`src/rtl/seq_mult_param.sv`:
```
// seq_mult_param: sequential shift-add multiplier, WIDTH-bit operands, 2*WIDTH-bit product,
// run-time signed/unsigned mode, start/ready handshake, result WIDTH+1 cycles after accept.
// Ports: clk, reset (async, active-high), start, is_signed, multiplicand, multiplier (inputs);
//        ready, busy (= !ready), done (one-cycle pulse), product (held until next done) (outputs).
module seq_mult_param #(
    parameter int WIDTH = 8
) (
    input  logic               clk,
    input  logic               reset,
    input  logic               start,
    input  logic               is_signed,
    input  logic [WIDTH-1:0]   multiplicand,
    input  logic [WIDTH-1:0]   multiplier,
    output logic               ready,
    output logic               busy,
    output logic               done,
    output logic [2*WIDTH-1:0] product
);
    localparam int CW = $clog2(WIDTH + 1);
    localparam logic [CW-1:0] W_C = CW'(WIDTH);
    typedef enum logic [1:0] {IDLE, MULT, FIX} state_t;
    state_t             state_q, state_d;
    logic [WIDTH-1:0]   mcand_q, mcand_d, mplier_q, mplier_d;
    logic [2*WIDTH-1:0] acc_q, acc_d, product_q, product_d;
    logic [CW-1:0]      count_q, count_d, shamt;
    logic               neg_q, neg_d, done_q, done_d, a_neg, b_neg;
    always_comb begin
        a_neg     = is_signed & multiplicand[WIDTH-1];
        b_neg     = is_signed & multiplier[WIDTH-1];
        shamt     = W_C - count_q;
        state_d   = state_q;
        mcand_d   = mcand_q;
        mplier_d  = mplier_q;
        acc_d     = acc_q;
        count_d   = count_q;
        neg_d     = neg_q;
        product_d = product_q;
        done_d    = 1'b0;
        if (state_q == IDLE && start) begin
            // Work on magnitudes; -2^(WIDTH-1) negates to itself, which is the right unsigned magnitude.
            state_d  = MULT;
            mcand_d  = a_neg ? -multiplicand : multiplicand;
            mplier_d = b_neg ? -multiplier : multiplier;
            neg_d    = a_neg ^ b_neg;
            acc_d    = '0;
            count_d  = W_C;
        end else if (state_q == MULT) begin
            acc_d    = mplier_q[0] ? acc_q + ({{WIDTH{1'b0}}, mcand_q} << shamt) : acc_q;
            mplier_d = mplier_q >> 1;
            count_d  = count_q - CW'(1);
            state_d  = (count_q == CW'(1)) ? FIX : MULT;
        end else if (state_q == FIX) begin
            product_d = neg_q ? -acc_q : acc_q;
            done_d    = 1'b1;
            state_d   = IDLE;
        end
    end
    always_ff @(posedge clk or posedge reset) begin
        if (reset) begin
            state_q   <= IDLE;
            mcand_q   <= '0;
            mplier_q  <= '0;
            acc_q     <= '0;
            count_q   <= '0;
            neg_q     <= 1'b0;
            product_q <= '0;
            done_q    <= 1'b0;
        end else begin
            state_q   <= state_d;
            mcand_q   <= mcand_d;
            mplier_q  <= mplier_d;
            acc_q     <= acc_d;
            count_q   <= count_d;
            neg_q     <= neg_d;
            product_q <= product_d;
            done_q    <= done_d;
        end
    end
    assign ready   = (state_q == IDLE);
    assign busy    = !ready;
    assign done    = done_q;
    assign product = product_q;
endmodule

```
`config.mk`:
```
export PLATFORM = sky130hd
export DESIGN_NAME = seq_mult_param
export DESIGN_NICKNAME = d
export VERILOG_FILES = /design/src/rtl/seq_mult_param.sv
export SDC_FILE = /design/constraint.sdc
export NUM_CORES = 1
export LEC_CHECK = 0
export ABC_CLOCK_PERIOD_IN_PS = 4120
export CAP_MARGIN = 20
export CORE_MARGIN = 3
export CORE_UTILIZATION = 40
export CTS_CLUSTER_DIAMETER = 40
export CTS_CLUSTER_SIZE = 30
export DETAILED_ROUTE_END_ITERATION = 16
export GPL_ROUTABILITY_DRIVEN = 0
export PLACE_DENSITY_LB_ADDON = 0.08
export SYNTH_ARGS = -nofsm -noshare
export SYNTH_HDL_FRONTEND = slang
export SYNTH_SLANG_ARGS = --single-unit
```
`constraint.sdc`:
```
create_clock -name clk -period 4.12 [get_ports clk]
set_input_delay 0.412 -clock clk [delete_from_list [all_inputs] [get_ports clk]]
set_output_delay 0.412 -clock clk [all_outputs]
set_load 0.05 [all_outputs]
```
==> results of run 1 <==
-- cell type report --
| class | instances | area (um2) | area share, % |
|---|---|---|---|
| Clock inverter | 3 | 42.5 | 0.966 |
| Clock buffer | 5 | 68.8 | 1.56 |
| Tap cell | 126 | 158 | 3.58 |
| Sequential cell | 56 | 1400 | 31.8 |
| Multi-Input combinational cell | 364 | 2250 | 51.1 |
| Inverter | 16 | 60.1 | 1.36 |
| Timing Repair Buffer | 44 | 425 | 9.66 |
-- kinds of logic (layout without fill, tap and decap cells) --
logic type	after synthesis	in the layout	synth area share (%)
muxes	11	11	3.93
and+or+nand+nor	167	167	18.7
AOI/OAI and AO/OA	124	124	19.9
xor gates and xnor gates	41	41	9.67
adders and majority gates	21	21	7.13
buffers and inverters	35	68	3.66
DFF	56	56	37.0
-- registers in the layout, summed over array words and instances (netlist names) --
signal and flops:
mplier_q 8, done 1, acc_q 16, state_q 2
count_q 4, mcand_q 8, product 16, neg_q 1
-- per-layer routing --
metal / up-vias / part of all wire, % / wire length [um]
met5: - / 0 / 0
met4: 0 / 1.5 / 124
met3: 6 / 3.7 / 310
met2: 58 / 46 / 3860
met1: 1446 / 48 / 4010
li1: 1651 / - / -
-- cells in the final DEF (no fill, tap or decap), types with 2 or more instances in the layout --
cell type and count:
or3_1 3, a21oi_1 22, clkbuf_8 5, inv_1 15, xor2_1 25, nor2b_1 4
a21boi_0 2, dfrtp_1 56, and2_1 4, o41ai_1 2, o22ai_1 2, clkdlybuf4s50_1 38
ha_1 20, mux4_2 3, nand2b_1 3, nor3_1 7, and3_1 4, o21ai_0 57
o31ai_1 7, mux2i_1 7, a21o_1 5, nand3_1 16, xnor2_1 15, nand2_1 88
a31oi_1 7, o211ai_1 2, buf_4 6, nor2_1 35, a211oi_1 5
-- worst max-delay path by stage --
| stage | depth (start not counted) | to |
|---|---|---|
| 3_3_place_gp | 13 | acc_q[15] |
| 6_report | 13 | acc_q[15] |
| 4_1_cts | 13 | acc_q[15] |
| 3_5_place_dp | 13 | acc_q[15] |
| 5_1_grt | 14 | acc_q[15] |
| 2_1_floorplan | 17 | acc_q[15] |
-- per-stage QoR --
step | hold slack [ps] | area (um2) | std cells | worst slack (ps) | utilization, %
floorplan | 462 | 3790 | 455 | 586 | -
global placement | 461 | 4290 | 606 | 596 | 47.8
detailed placement | 470 | 4290 | 606 | 495 | 47.8
CTS | 496 | 4410 | 614 | 463 | 49.1
global route | 520 | 4410 | 614 | 164 | 49.1
finish | 473 | 4410 | 614 | 442 | 49.1
-- worst reg2reg max path: stages, from the launching register on --
cell	delay (ps)
dfrtp_1	380
inv_1	70
ha_1	610
mux2i_1	310
o22a_1	240
nor2_1	60
ha_1	230
a211oi_1	290
o21ai_1	180
o311a_1	410
o2111ai_2	260
a21oi_2	90
a311oi_2	270
mux2i_1	200
==> run metrics, run 1 <==
Max stage delay on crit path 610 ps; unrepaired setup endpoints after global routing no; Rows 34; Final min period 3680 ps; Hold Crit Class in2async; top-count cell post-synth nand2_1; Buf+Inv Stages, Crit Path 1; worst slew pin tran 974 ps; Critical Path End Type flop; share of cells above drive strength 1 5.33%; max-cap viol count 0; GRT Overall Usage 17.0%; async set-reset flop share out of synthesis 100%; clock sinks 56; number of flops mapped to enable cells by yosys 0; Initial Utilization 42.2%; synth warn 0; area leader, netlist dfrtp_1; Port-buffer cells 38; M2 GR Usage 28.3%; endpoints failing hold 0; antenna violations before repair 0; Root Buffer clkbuf_8; TritonCTS Buffers 5; clock slew at reported path FFs 110 ps; total number of H-tree levels 2; Max-slew headroom 34.8%; register area share after synthesis 37.0%; first-pass GRT wire length 14500 um; # setup viols final 0; most used routing layer met2; Avg Inst Size Synth 8.33 um2; GR Util met1 22.9%; Syn Nets 496; Antenna diodes 0; CTS Buffer Depth 2; status complete, no violations; share of the synthesized area in the top cell type 37.0%; Setup Skew 8.40 ps; CP max stage cell ha_1; GR Overflow Total 0; TritonCTS clock tree built; cell family with most CP delay compound AO/OA/AOI/OAI gates; crit path launch type flop; final HPWL from detailed placement 6470 um; WS Path Type reg2reg; Top FF cell, synth dfrtp_1; Post-route DRC 0; largest net degree at the start of global routing 34; fill cell count 900; fmax 272 MHz; required time of the worst setup path 4360 ps; Routed Antenna Nets 0; cells after synthesis 455; worst r2r dst acc_q[15]; Die H 103 um; vias 3161; drt wl/cell 13.5 um; part of the cycle the worst path needs 89.3%; Worst Setup SP count_q[1]; Synth top cells by count 88 x nand2_1, 57 x o21ai_0, 56 x dfrtp_1, 35 x nor2_1, 25 x xor2_1; cell area after synthesis 3790 um2; worst reg-to-reg path cell count 13; # IOs 39; Initial DRC Count 121; Core ar. 8980 um2; Cell variety after synth 48; post-CTS setup buffers 0; Resized cells post-CTS 0; Area Overhead vs Synth 16.2%; Area contributors post-synth dfrtp_1 37%, nand2_1 8.7%, o21ai_0 7.5%; max-slew violation count 0; Skew-Pair Late Insertion Delay 320 ps; reg2reg setup slack 440 ps; GR Util met3 1.95%; vias in the first global route 2968; CP max FO 15; CTS hold repair buffers 0; post-synthesis register bit count 56; Die ar. 10700 um2; Total Wirelength 8310 um; nets@finish 528; worst-path cell chain inv_1 -> ha_1 -> mux2i_1 -> o22a_1 -> nor2_1 -> ha_1 -> a211oi_1 -> o21ai_1 -> o311a_1 -> o2111ai_2 -> a21oi_2 -> a311oi_2 -> mux2i_1; Die Wd 103 um; R2R Path Start count_q[1]; final setup TNS 0 ps; Avg Vias per Cell 5.15; WP data arrival 3920 ps; First-pass DRT Iterations 4
Power of run 1 is left out: the tool's default activity adds up to more than one toggle a clock period on the data nets, which glitch-free logic cannot reach.
==> run 2: changes to the inputs <==
GPL_TIMING_DRIVEN = 0   (was unset)
SETUP_SLACK_MARGIN = 0.4   (was unset)
TNS_END_PERCENT = 50   (was unset)
==> run metrics, run 2 (synthesis results as in run 1) <==
unrepaired setup endpoints after global routing yes (was no); CTS hold repair buffers 0 (unchanged); Die ar. 10700 um2 (unchanged); Finished Cell Area 4560 um2 (was 4410 um2); fmax 286 MHz (was 272 MHz); max-cap viol count 0 (unchanged); crit path launch type flop (unchanged); Antenna diodes 0 (unchanged); Placed Area 4340 um2 (was 4290 um2); # setup viols final 0 (unchanged); antenna violations before repair 0 (unchanged); commonest non-fill, non-tap cell in the layout nand2_1 (unchanged); endpoints failing hold 0 (unchanged); WP data arrival 3740 ps (was 3920 ps); GR Util met3 2.82% (was 1.95%); CTS Buffer Depth 2 (unchanged); Hold Crit Class in2async (unchanged); Die Wd 103 um (unchanged); required time of the worst setup path 4370 ps (was 4360 ps); first-pass GRT wire length 14900 um (was 14500 um); TritonCTS Buffers 5 (unchanged); Port-buffer cells 37 (was 38); Post-route DRC 0 (unchanged); Setup Skew 8.90 ps (was 8.40 ps); share of cells above drive strength 1 8.88% (was 5.33%); worst slew pin tran 643 ps (was 974 ps); vias in the first global route 3113 (was 2968); Total Wirelength 8640 um (was 8310 um); Initial Utilization 42.2% (unchanged); # IOs 39 (unchanged); final HPWL from detailed placement 6760 um (was 6470 um); GRT Overall Usage 17.6% (was 17.0%); most used routing layer met2 (unchanged); vias 3280 (was 3161); Core ar. 8980 um2 (unchanged); clock sinks 56 (unchanged); Die H 103 um (unchanged); fill cell count 907 (was 900); GR Util met1 22.3% (was 22.9%); Final min period 3500 ps (was 3680 ps); clock slew at reported path FFs 100 ps (was 110 ps); Root Buffer clkbuf_8 (unchanged); Skew-Pair Late Insertion Delay 320 ps (about the same); Max-slew headroom 57.0% (was 34.8%); status complete, no violations (unchanged); GR Overflow Total 0 (unchanged); M2 GR Usage 31.2% (was 28.3%); Area Overhead vs Synth 20.2% (was 16.2%); reg2reg setup slack 620 ps (was 440 ps); Rows 34 (unchanged); Critical Path End Type flop (unchanged); CP max FO 10 (was 15); most frequent cells in the layout 88 x nand2_1, 57 x o21ai_0, 56 x dfrtp_1 (unchanged); drt wl/cell 13.6 um (was 13.5 um); Initial DRC Count 136 (was 121); Avg Vias per Cell 5.18 (was 5.15); TritonCTS clock tree built (unchanged); Routed Antenna Nets 0 (unchanged); total number of H-tree levels 2 (unchanged); nets@finish 547 (was 528); max-slew violation count 0 (unchanged); part of the cycle the worst path needs 84.9% (was 89.3%); largest net degree at the start of global routing 31 (was 34); final setup TNS 0 ps (unchanged); First-pass DRT Iterations 4 (unchanged); WS Path Type reg2reg (unchanged)
-- run 2: per-stage QoR --
stage	setup slack, ps	util (%)	cells	hold WS (ps)
after global routing	368	50.8	633	514
after detailed placement	105	48.3	619	469
after floorplan	586	-	455	462
after CTS	330	49.8	629	493
final	622	50.8	633	478
after global placement	170	48.1	618	462
-- run 2: worst paths after layout --
kind                       startpoint         end  cells after the start
hold reg to reg            product[1]  product[1]                      2
min in group clk           product[1]  product[1]                      2
hold / removal                  reset        done                      2
max in group asynchronous       reset  mcand_q[5]                      3
setup / recovery           count_q[0]   acc_q[15]                     17
setup reg to reg           count_q[0]   acc_q[15]                     17
-- run 2: layer usage --
metal	part of all wire (%)	up-vias
met1	44	1536
met2	51	52
li1	-	1683
met5	0	-
met3	3.3	9
met4	1.6	0
-- run 2: layout make-up --
cell class / instances / area, um2 / share of cell area, %
multi-input combinational: 364 / 2310 / 50.6
sequential: 56 / 1400 / 30.8
timing repair buffer: 44 / 435 / 9.56
tap: 126 / 158 / 3.46
buffer: 19 / 98.8 / 2.17
clock buffer: 7 / 86.3 / 1.89
inverter: 16 / 62.6 / 1.37
clock inverter: 1 / 7.51 / 0.165
-- run 2: critical path, cell delays in order (launching register included) --
cell and delay (ps):
dfrtp_1 410, buf_6 140, inv_4 60, ha_2 270, buf_6 140, buf_6 140
a211oi_2 200, a21oi_2 70, a21oi_2 210, nor2_1 60, ha_1 380, a21oi_2 160
o21ai_2 90, o311a_1 350, o2111ai_2 250, a21oi_2 80, a311oi_2 220, mux2i_1 200
-- run 2: repair_timing --
| action | 4_1_cts | 5_1_grt |
|---|---|---|
| pin swaps | 2 | 9 |
| buffers inserted | 2 | 4 |
| resized for setup | 8 | 22 |
| endpoints found under the setup margin | 6 | 7 |
Power of run 2 is left out for the same reason.
==> run 3: changes to the inputs <==
ABC_CLOCK_PERIOD_IN_PS = 3400   (was 4120)
clock period = 3.4 ns   (was 4.12 ns; I/O delays follow)
==> run metrics, run 3 (synthesis results as in run 1) <==
Area Overhead vs Synth 33.2% (was 20.2%); Total Wirelength 9490 um (was 8640 um); # IOs 39 (unchanged); part of the cycle the worst path needs 98.1% (was 84.9%); vias 3475 (was 3280); status complete, no violations (unchanged); commonest non-fill, non-tap cell in the layout nand2_1 (unchanged); WP data arrival 3580 ps (was 3740 ps); CTS Buffer Depth 2 (unchanged); worst setup margin 64.6 ps (was 622 ps); Port-buffer cells 37 (unchanged); drt wl/cell 14.4 um (was 13.6 um); GR Overflow Total 0 (unchanged); Die Wd 103 um (unchanged); fmax 300 MHz (was 286 MHz); endpoints failing hold 0 (unchanged); TritonCTS clock tree built (unchanged); final HPWL from detailed placement 6850 um (was 6760 um); CP max FO 6 (was 10); clock sinks 56 (unchanged); Skew-Pair Late Insertion Delay 310 ps (was 320 ps); Max-slew headroom 58.0% (was 57.0%); worst slew pin tran 626 ps (was 643 ps); WS Path Type reg2reg (unchanged); Die H 103 um (unchanged); antenna violations before repair 0 (unchanged); TritonCTS Buffers 5 (unchanged); Initial Utilization 42.2% (unchanged); crit path launch type flop (unchanged); Initial DRC Count 107 (was 136); GRT Overall Usage 18.4% (was 17.6%); largest net degree at the start of global routing 30 (was 31); Rows 34 (unchanged); clock slew at reported path FFs 100 ps (about the same); total number of H-tree levels 2 (unchanged); most frequent cells in the layout 86 x nand2_1, 55 x dfrtp_1, 45 x o21ai_0 (was 88 x nand2_1, 57 x o21ai_0, 56 x dfrtp_1); share of cells above drive strength 1 20.0% (was 8.88%); Hold Crit Class in2async (unchanged); Post-route DRC 0 (unchanged); CTS hold repair buffers 0 (unchanged); Core ar. 8980 um2 (unchanged); Placement Setup Slack -246 ps (was 105 ps); Antenna diodes 0 (unchanged); max-cap viol count 0 (unchanged); First-pass DRT Iterations 4 (unchanged); max-slew violation count 0 (unchanged); Final min period 3340 ps (was 3500 ps); Die ar. 10700 um2 (unchanged); Avg Vias per Cell 5.26 (was 5.18); Critical Path End Type flop (unchanged); unrepaired setup endpoints after global routing yes (unchanged); # setup viols final 0 (unchanged); nets@finish 575 (was 547); vias in the first global route 3349 (was 3113); Root Buffer clkbuf_8 (unchanged); Setup Skew 6.70 ps (was 8.90 ps); required time of the worst setup path 3640 ps (was 4370 ps); first-pass GRT wire length 15600 um (was 14900 um); fill cell count 852 (was 907); Routed Antenna Nets 0 (unchanged)
[run 3: cell count changes in the layout (fill, tap and decap cells not counted), moves of 3 or more]
cell / previous run / this run
a21oi_1: 19 / 13
a21oi_2: 4 / 10
buf_4: 6 / 33
ha_1: 19 / 15
ha_4: 0 / 3
nor2_1: 34 / 29
nor2_2: 1 / 5
o21ai_0: 57 / 45
o21ai_1: 0 / 9
[run 3: layout make-up]
type | instances | area, um2 | area share, %
plain buffers | 19 | 126 | 2.50
clock buffers | 7 | 86.3 | 1.71
clock inverters | 1 | 7.51 | 0.149
inverters | 16 | 62.6 | 1.24
multi-input cells | 364 | 2550 | 50.6
flip-flops and latches | 56 | 1400 | 27.8
well taps | 126 | 158 | 3.12
repair buffers | 72 | 653 | 12.9
[run 3: path summary, 6_finish.rpt]
path,slack (ps),end,from,depth (start not counted)
worst max-delay path,60,acc_q[15],count_q[0],17
worst min-delay path,410,product[14],reset,2
worst max register to register,60,acc_q[15],count_q[0],17
worst min register to register,480,product[5],product[5],2
max in group asynchronous,2400,count_q[2],reset,3
min in group clk,480,mplier_q[7],is_signed,4
[run 3: what timing repair did]
item                                    in CTS  in global routing
resized for setup                           49                 31
endpoints found under the setup margin      11                 10
pin swaps                                   18                 16
setup buffers                               26                  8
[run 3: worst max-delay path: stages, from the launching register on]
cell,delay (ps)
dfrtp_1,400
buf_6,140
inv_4,60
ha_4,190
buf_8,130
clkbuf_16,150
buf_4,140
buf_4,130
and3_1,190
o21ai_1,180
a21oi_2,90
ha_1,360
a21oi_2,200
nand2_2,110
o2111ai_2,260
a21oi_2,90
a311oi_2,230
mux2i_1,210
[run 3: stage by stage]
step	std cells	setup TNS [ps]	hold slack, ps	cell area [um2]	utilization (%)
after floorplan	455	0	462	3830	-
after global placement	618	-742	460	4360	48.6
after detailed placement	619	-860	470	4380	48.8
after CTS	653	0	426	4890	54.4
after global routing	661	-164	486	5050	56.3
final	661	0	410	5050	56.3
[run 3: layer usage]
metal | part of all wire (%) | vias to the layer above | global-route usage (%)
li1 | - | 1732 | -
met1 | 43 | 1665 | 21.6
met2 | 52 | 64 | 34.2
met3 | 2.6 | 14 | 2.82
met4 | 1.6 | 0 | 5.58
met5 | 0 | - | 0
Power of run 3 is left out for the same reason.
